### src/rtl/and_bitwise_unit.sv
// ============================================================================
// and_bitwise_unit : bitwise AND of two operands with zero/ones/popcount flags,
//                    combinational or one-cycle registered outputs.
// Revision 1.0
// ============================================================================
`default_nettype none

module and_bitwise_unit #(
   parameter int WIDTH           = 32,
   parameter int REGISTER_OUTPUT = 0
) (
   input  logic                       clk,
   input  logic                       rst,
   input  logic                       i_valid,
   input  logic [WIDTH-1:0]           i_1,
   input  logic [WIDTH-1:0]           i_2,
   output logic [WIDTH-1:0]           o,
   output logic                       o_zero,
   output logic                       o_ones,
   output logic [$clog2(WIDTH+1)-1:0] o_count,
   output logic                       o_valid
);

   localparam int CW = $clog2(WIDTH+1);

   logic [WIDTH-1:0] w_and;
   logic             w_zero;
   logic             w_ones;
   logic [CW-1:0]    w_count;

   assign w_and  = i_1 & i_2;
   assign w_zero = ~|w_and;
   assign w_ones = &w_and;

   always_comb begin
      w_count = '0;
      for (int k = 0; k < WIDTH; k++) begin
         w_count = w_count + CW'(w_and[k]);
      end
   end

   generate
      if (REGISTER_OUTPUT != 0) begin : g_reg
         logic [WIDTH-1:0] r_o;
         logic             r_zero;
         logic             r_ones;
         logic [CW-1:0]    r_count;
         logic             r_valid;

         // Reset value keeps the flags consistent with a zero result.
         always_ff @(posedge clk or posedge rst) begin
            if (rst) begin
               r_o     <= '0;
               r_zero  <= 1'b1;
               r_ones  <= 1'b0;
               r_count <= '0;
               r_valid <= 1'b0;
            end else begin
               r_o     <= w_and;
               r_zero  <= w_zero;
               r_ones  <= w_ones;
               r_count <= w_count;
               r_valid <= i_valid;
            end
         end

         assign o       = r_o;
         assign o_zero  = r_zero;
         assign o_ones  = r_ones;
         assign o_count = r_count;
         assign o_valid = r_valid;
      end else begin : g_comb
         logic w_unused;
         assign w_unused = &{1'b0, clk, rst};

         assign o       = w_and;
         assign o_zero  = w_zero;
         assign o_ones  = w_ones;
         assign o_count = w_count;
         assign o_valid = i_valid;
      end
   endgenerate

endmodule

`default_nettype wire

### config.mk
export PLATFORM = sky130hd
export DESIGN_NAME = and_bitwise_unit
export DESIGN_NICKNAME = d
export VERILOG_FILES = /design/src/rtl/and_bitwise_unit.sv
export SDC_FILE = /design/constraint.sdc
export NUM_CORES = 1
export LEC_CHECK = 0
export ABC_CLOCK_PERIOD_IN_PS = 15240
export CORE_MARGIN = 8
export CORE_UTILIZATION = 25
export DETAILED_ROUTE_END_ITERATION = 16
export GPL_TIMING_DRIVEN = 0
export PLACE_DENSITY = 0.7
export RECOVER_POWER = 50
export SYNTH_ARGS = -nofsm -noshare
export SYNTH_HDL_FRONTEND = slang
export SYNTH_SLANG_ARGS = --single-unit
### constraint.sdc
create_clock -name vclk -period 15.24
set_input_delay 2.286 -clock vclk [all_inputs]
set_output_delay 2.286 -clock vclk [all_outputs]
set_load 0.05 [all_outputs]
Word-level counts from Yosys, hierarchy flattened --
Cells that the tools add are included. W data, S select, Z words.
Word-level totals: register bits after elaboration 0, bits of input ports 67, output and inout port bits 41, word-level logic and storage cells 35
Cells by class: add/sub/neg operators 31, bitwise gates (word level) 1, reductions and logical operators 3
Operators by type and width (number):
- $add A6 B1 Y6 | 26
- $and A32 B32 Y32 | 1
- $reduce_and A32 Y1 | 1
- $reduce_or A32 Y1 | 1
- $add A5 B1 Y6 | 1
- $add A4 B1 Y5 | 1
- $add A3 B1 Y4 | 1
- $add A2 B1 Y3 | 1
- $add A1 B1 Y2 | 1
- $logic_not A1 Y1 | 1

Longest topological paths before layout --
Gate-level depths: netlist of run 1.
word-level depth 32, mapped depth 15, mapped depth without buffers 15

Worst setup path before layout of run 1 --
Ideal clock, no wire load.
path kind in2out, from input i_1[1], to output o_count[5], arrival 7.415 ns, slack 5.539 ns, stages on the path 14, path buffers 0, cell sequence nand2_1 -> inv_1 -> fa_1 -> fa_1 -> fa_1 -> fa_1 -> fa_1 -> inv_1 -> fa_1 -> inv_1 -> ha_1 -> a21o_1 -> a21oi_1 -> o21ai_0
On the way: cells in the longest elaborated chain, start to end 32
RTL lines:
- from (decl) | line 15 | input logic [WIDTH-1:0] i_1,
- $and A32 B32 Y32 | line 31 | assign w_and = i_1 & i_2;
- net o[1] | line 17 | output logic [WIDTH-1:0] o,
- $add A1 B1 Y2 | line 38 | w_count = w_count + CW'(w_and[k]);
- $add A2 B1 Y3 | line 38
- $add A3 B1 Y4 | line 38
- $add A4 B1 Y5 | line 38
- $add A5 B1 Y6 | line 38
- $add A6 B1 Y6 (26 in a row) | line 38
- to (decl) | line 20 | output logic [$clog2(WIDTH+1)-1:0] o_count,
The timed path passes the listed nets, and every way through them passes these cells.

Final worst setup path of run 1 --
from input i_1[11], to output o_count[4]
On the way: cells in the longest elaborated chain, start to end 22
RTL lines (line):
- $and A32 B32 Y32 | 31
- $add A6 B1 Y6 (21 in a row) | 38
Every way passes these cells.

==> run_results.csv, run 1 <==
group,metric,value,unit
run,cap_violations,0,
global_routing,grt_max_degree,5,
worst_setup_path,crit_arrival,7.82,ns
sta,tightestPinTransition,0.5353,ns
power,power_density,184.4,nW/um^2
worst_setup_path,worstPathRequired,12.95,ns
placement,place_ws,5.121,ns
sta,slew-limit-headroom,0.6420,
drt,detail_route.wirelength,4.190,mm
sta,grt_setup_unrepaired,"false",
floorplan,ios,108,
global_routing,grt_use_total,0.1196,
floorplan,fp.coreArea,4324,um^2
cts,cts_setup_buffers,0,
sta,fin_ws,5.132,ns
yosys,yosysSeqAreaShare,0,
global_routing,grt_pass1_wl,7.065,mm
power,vdd_ir_drop_max,158.5,uV
finish,seq_area,0,um^2
yosys,synthDistinctLibCells,21,
drt,vias_per_cell,4.402,
placement,io_buffers,105,
finish,drive_above_1_share,0.01205,
yosys,netlist_area,1117,um^2
sta,slew_viol_final,0,
yosys,syn_area_per_cell,7.759,um^2
floorplan,fp-row-count,24,
yosys,mappedNetlistNets,244,
sta,finalSetupViolations,0,
sta,post-route-min-period,10.11,ns
status,status,"complete, no violations",
drt,ant_nets,0,
placement,placed_cell_area,2233,um^2
sta,final.setup.tns,0,ns
sta,max_freq,98.93,MHz
worst_setup_path,path_class,"in2out",
drt,wire_per_inst,13.92,um
min_path,hp-class,"in2out",
yosys,netlist_instances,144,
worst_setup_path,cp-end-kind,"output pin",
sta,finalCritPeriodShare,0.6633,
finish,sequential_cell_total,0,
floorplan,die_w,82.85,um
cts,post_cts_resized,0,
finish,clock_buffers,0,
finish,final_cell_mix,"clkdlybuf4s50_1 (85), inv_1 (45), nand2_1 (29)",
finish,antenna_cells,0,
finish,final_area,2233,um^2
global_routing,grt_remaining_overflow,0,
worst_setup_path,cp-start-kind,"primary input",
finish,final_common_cell,"clkdlybuf4s50_1",
placement,gp_congestion,0.7382,
drt,via_count,1325,
floorplan,initial_core_util,0.2584,
drt,drc_errors,0,
finish,nNetsFinal,351,
drt,first_iter_violations,16,
power,leakagePower,1.156,nW
worst_setup_path,worstPathMaxFanout,4,
placement,hpwl,4.082,mm
drt,firstDrtPassIters,4,
floorplan,dieArea,6864,um^2
global_routing,grt_antenna_before_repair,0,
finish,syn2layout_area_growth,99.89,%
floorplan,die_h,82.85,um
yosys,yosysWarnings,0,
cts,postCtsHoldBufs,0,
global_routing,grt_pass1_vias,1460,
sta,final_hold_viol_count,0,
## power by group
| part | total [mW] | leakage (nW) | switching, mW | internal [mW] |
|---|---|---|---|---|
| Combinational | 0.412 | 1.16 | 0.255 | 0.157 |
| Clock | 0 | 0 | 0 | 0 |
| Sequential | 0 | 0 | 0 | 0 |
## cell families after synthesis
| group | synth area share |
|---|---|
| adder cells (fa/ha/maj) | 0.5308 |
| AO/OA/AOI/OAI | 0.03134 |
| buffers and inverters | 0.1579 |
| AND/OR/NAND/NOR | 0.2564 |
| XOR/XNOR | 0.02352 |
## per-stage QoR
| step | cells | utilization | total power, mW | hold slack (ns) |
|---|---|---|---|---|
| after floorplan | 144 | - | 0.2953 | 4.739 |
| after global routing | 301 | 0.5165 | 0.4486 | 5.430 |
| after global placement | 301 | 0.5165 | 0.4172 | 5.370 |
| after detailed placement | 301 | 0.5165 | 0.4203 | 5.369 |
| after CTS | 301 | 0.5165 | 0.4219 | 5.369 |
| final | 301 | 0.5165 | 0.4118 | 5.426 |
## final timing paths
path                start    endpoint  slack, ns  cells past startpoint
setup / recovery  i_1[11]  o_count[4]       5.13                     17
hold / removal    i_valid     o_valid       5.43                      2
## layer usage
layer / share of wire / global-route usage / wire length, um / vias to the layer above
met3: 0.084 / 0.03125 / 354 / 0
met2: 0.52 / 0.2207 / 2158 / 61
li1: - / - / - / 651
met1: 0.40 / 0.1417 / 1676 / 613
met4: 0 / 0 / 0 / 0
met5: 0 / 0 / 0 / -
## synth_stat cells (2+ instances only)
master / instances / share of area
inv_1: 45 / 0.15
nand2_1: 29 / 0.097
fa_1: 24 / 0.43
ha_1: 9 / 0.10
nand4_1: 8 / 0.045
nor4_1: 5 / 0.028
and2_1: 4 / 0.022
a21oi_1: 3 / 0.013
xnor2_1: 3 / 0.024
a21o_1: 2 / 0.013
nor3_1: 2 / 0.0090
## critical path: stages
cell and delay (ns):
clkdlybuf4s50_1 0.46, nand2_1 0.12, fa_1 0.56, inv_1 0.05, fa_1 0.51, fa_1 0.45
fa_1 0.55, fa_1 0.45, fa_1 0.53, ha_1 0.16, inv_1 0.05, fa_1 0.40
inv_1 0.08, a21o_1 0.10, a21oi_1 0.07, xnor2_1 0.15, clkdlybuf4s50_1 0.83
## final cells by class
| class | count | area (um^2) |
|---|---|---|
| Fill cell | 417 | 2091 |
| Timing Repair Buffer | 105 | 1051 |
| Multi-Input combinational cell | 98 | 940.9 |
| Inverter | 45 | 168.9 |
| Tap cell | 52 | 65.06 |
| Buffer | 1 | 7.507 |
Power figures use the tool's default switching activity.
==> run 2, diff against run 1 <==
ABC_CLOCK_PERIOD_IN_PS = 9900   (was 15240)
clock period = 9.9 ns   (was 15.24 ns; I/O delays follow)
==> results of run 2 <==
The final DEF is identical to that of run 1. Status: complete, no violations.
Among the figures that moved: setup slack after placement 5.121 ns -> 1.383 ns; setup slack after layout 5.132 ns -> 1.394 ns; hold slack 5.426 ns -> 3.824 ns; total power 0.4118 mW -> 0.6340 mW; worst IR drop on VDD 158.5 uV -> 244.1 uV
==> run 3, diff against run 2 <==
RECOVER_POWER = unset   (was 50)
==> run 3 against run 2 <==
- utilization is the same
- highest routed layer unchanged
- combinational power about the same
- sequential share of layout area did not move
- largest power group unchanged
==> run_results.csv, run 3 (synthesized netlist as in run 1, its figures left out) <==
group,metric,value,unit
floorplan,fp.coreArea,4324,um^2
finish,fin_util,0.5165,
sta,final_hold_viol_count,0,
finish,final_cell_mix,"clkdlybuf4s50_1 (105), inv_1 (45), nand2_1 (29)",
worst_setup_path,worstPathRequired,8.42,ns
worst_setup_path,crit_arrival,7.02,ns
worst_setup_path,path_class,"in2out",
floorplan,initial_core_util,0.2584,
placement,io_buffers,105,
floorplan,die_w,82.85,um
sta,finalCritPeriodShare,0.8594,
status,status,"complete, no violations",
sta,hold_ws,3.763,ns
finish,nNetsFinal,351,
drt,ant_nets,0,
drt,first_iter_violations,16,
drt,via_count,1330,
finish,syn2layout_area_growth,99.89,%
floorplan,dieArea,6864,um^2
power,vdd_ir_drop_max,244.5,uV
global_routing,grt_pass1_wl,7.065,mm
finish,sequential_cell_total,0,
sta,post-route-min-period,8.508,ns
finish,final_common_cell,"clkdlybuf4s50_1",
drt,firstDrtPassIters,4,
cts,post_cts_resized,0,
power,leakagePower,1.119,nW
finish,drive_above_1_share,0.01205,
drt,dr_wl_met3,354,um
drt,drc_errors,0,
worst_setup_path,cp-end-kind,"output pin",
drt,route.met2.wl,2.157,mm
min_path,hp-class,"in2out",
drt,drt-met1-wl,1.680,mm
drt,wire_per_inst,13.93,um
global_routing,grt_remaining_overflow,0,
global_routing,grt_antenna_before_repair,0,
placement,hpwl,4.082,mm
cts,cts_setup_buffers,0,
sta,slew-limit-headroom,0.6469,
drt,detail_route.wirelength,4.192,mm
worst_setup_path,cp-start-kind,"primary input",
floorplan,ios,108,
drt,dr.max_layer_used,"met3",
sta,slew_viol_final,0,
min_path,worstHoldStart,"i_valid",
worst_setup_path,worstPathMaxFanout,4,
sta,finalSetupViolations,0,
global_routing,grt_max_degree,5,
cts,postCtsHoldBufs,0,
sta,max_freq,117.5,MHz
floorplan,fp-row-count,24,
global_routing,grt_pass1_vias,1460,
global_routing,grt_use_total,0.1196,
sta,grt_setup_unrepaired,"false",
run,cap_violations,0,
finish,clock_buffers,0,
worst_setup_path,crit_start,"i_1[11]",
finish,fillers,417,
drt,vias_per_cell,4.419,
placement,gp_congestion,0.7382,
sta,final.setup.tns,0,ns
power,power_density,284.6,nW/um^2
finish,antenna_cells,0,
sta,tightestPinTransition,0.5280,ns
finish,seq_area,0,um^2
floorplan,die_h,82.85,um
## run 3: cell count changes in the layout (fill, tap and decap cells not counted)
cell	before	now
dlygate4sd3_1	20	0
clkdlybuf4s50_1	85	105
## run 3: area by class of cell
cell class | count | area, um^2 | area share
Timing Repair Buffer | 105 | 1051 | 0.4706
Buffer | 1 | 7.507 | 0.003361
Tap cell | 52 | 65.06 | 0.02913
Multi-Input combinational cell | 98 | 940.9 | 0.4213
Inverter | 45 | 168.9 | 0.07563
## run 3: worst paths after layout
check,endpoint,depth (start not counted)
max,o_count[4],17
min,o_valid,2
## run 3: through the flow
stage          std cells  worst slack [ns]  area (um^2)  power (mW)
3_3_place_gp         301             1.390         2233      0.6422
4_1_cts              301             1.351         2233      0.6495
3_5_place_dp         301             1.383         2233      0.6470
5_1_grt              301             1.118         2233      0.6923
2_1_floorplan        144             1.801         1117      0.4546
6_report             301             1.392         2233      0.6356
## run 3: worst max-delay path, stage by stage
cell             delay (ns)
clkdlybuf4s50_1        0.46
nand2_1                0.12
fa_1                   0.56
inv_1                  0.05
fa_1                   0.51
fa_1                   0.45
fa_1                   0.55
fa_1                   0.45
fa_1                   0.53
ha_1                   0.16
inv_1                  0.05
fa_1                   0.40
inv_1                  0.08
a21o_1                 0.10
a21oi_1                0.07
xnor2_1                0.15
clkdlybuf4s50_1        0.83
## run 3: power breakdown
part	internal [mW]	total (mW)	switching, mW
clock	0	0	0
sequential	0	0	0
combinational	0.243	0.636	0.393
total	0.243	0.636	0.393
## run 3: layer usage
metal	GRT usage	up-vias
met5	0	-
met4	0	0
met3	0.03125	0
met2	0.2207	61
met1	0.1417	618
li1	-	651
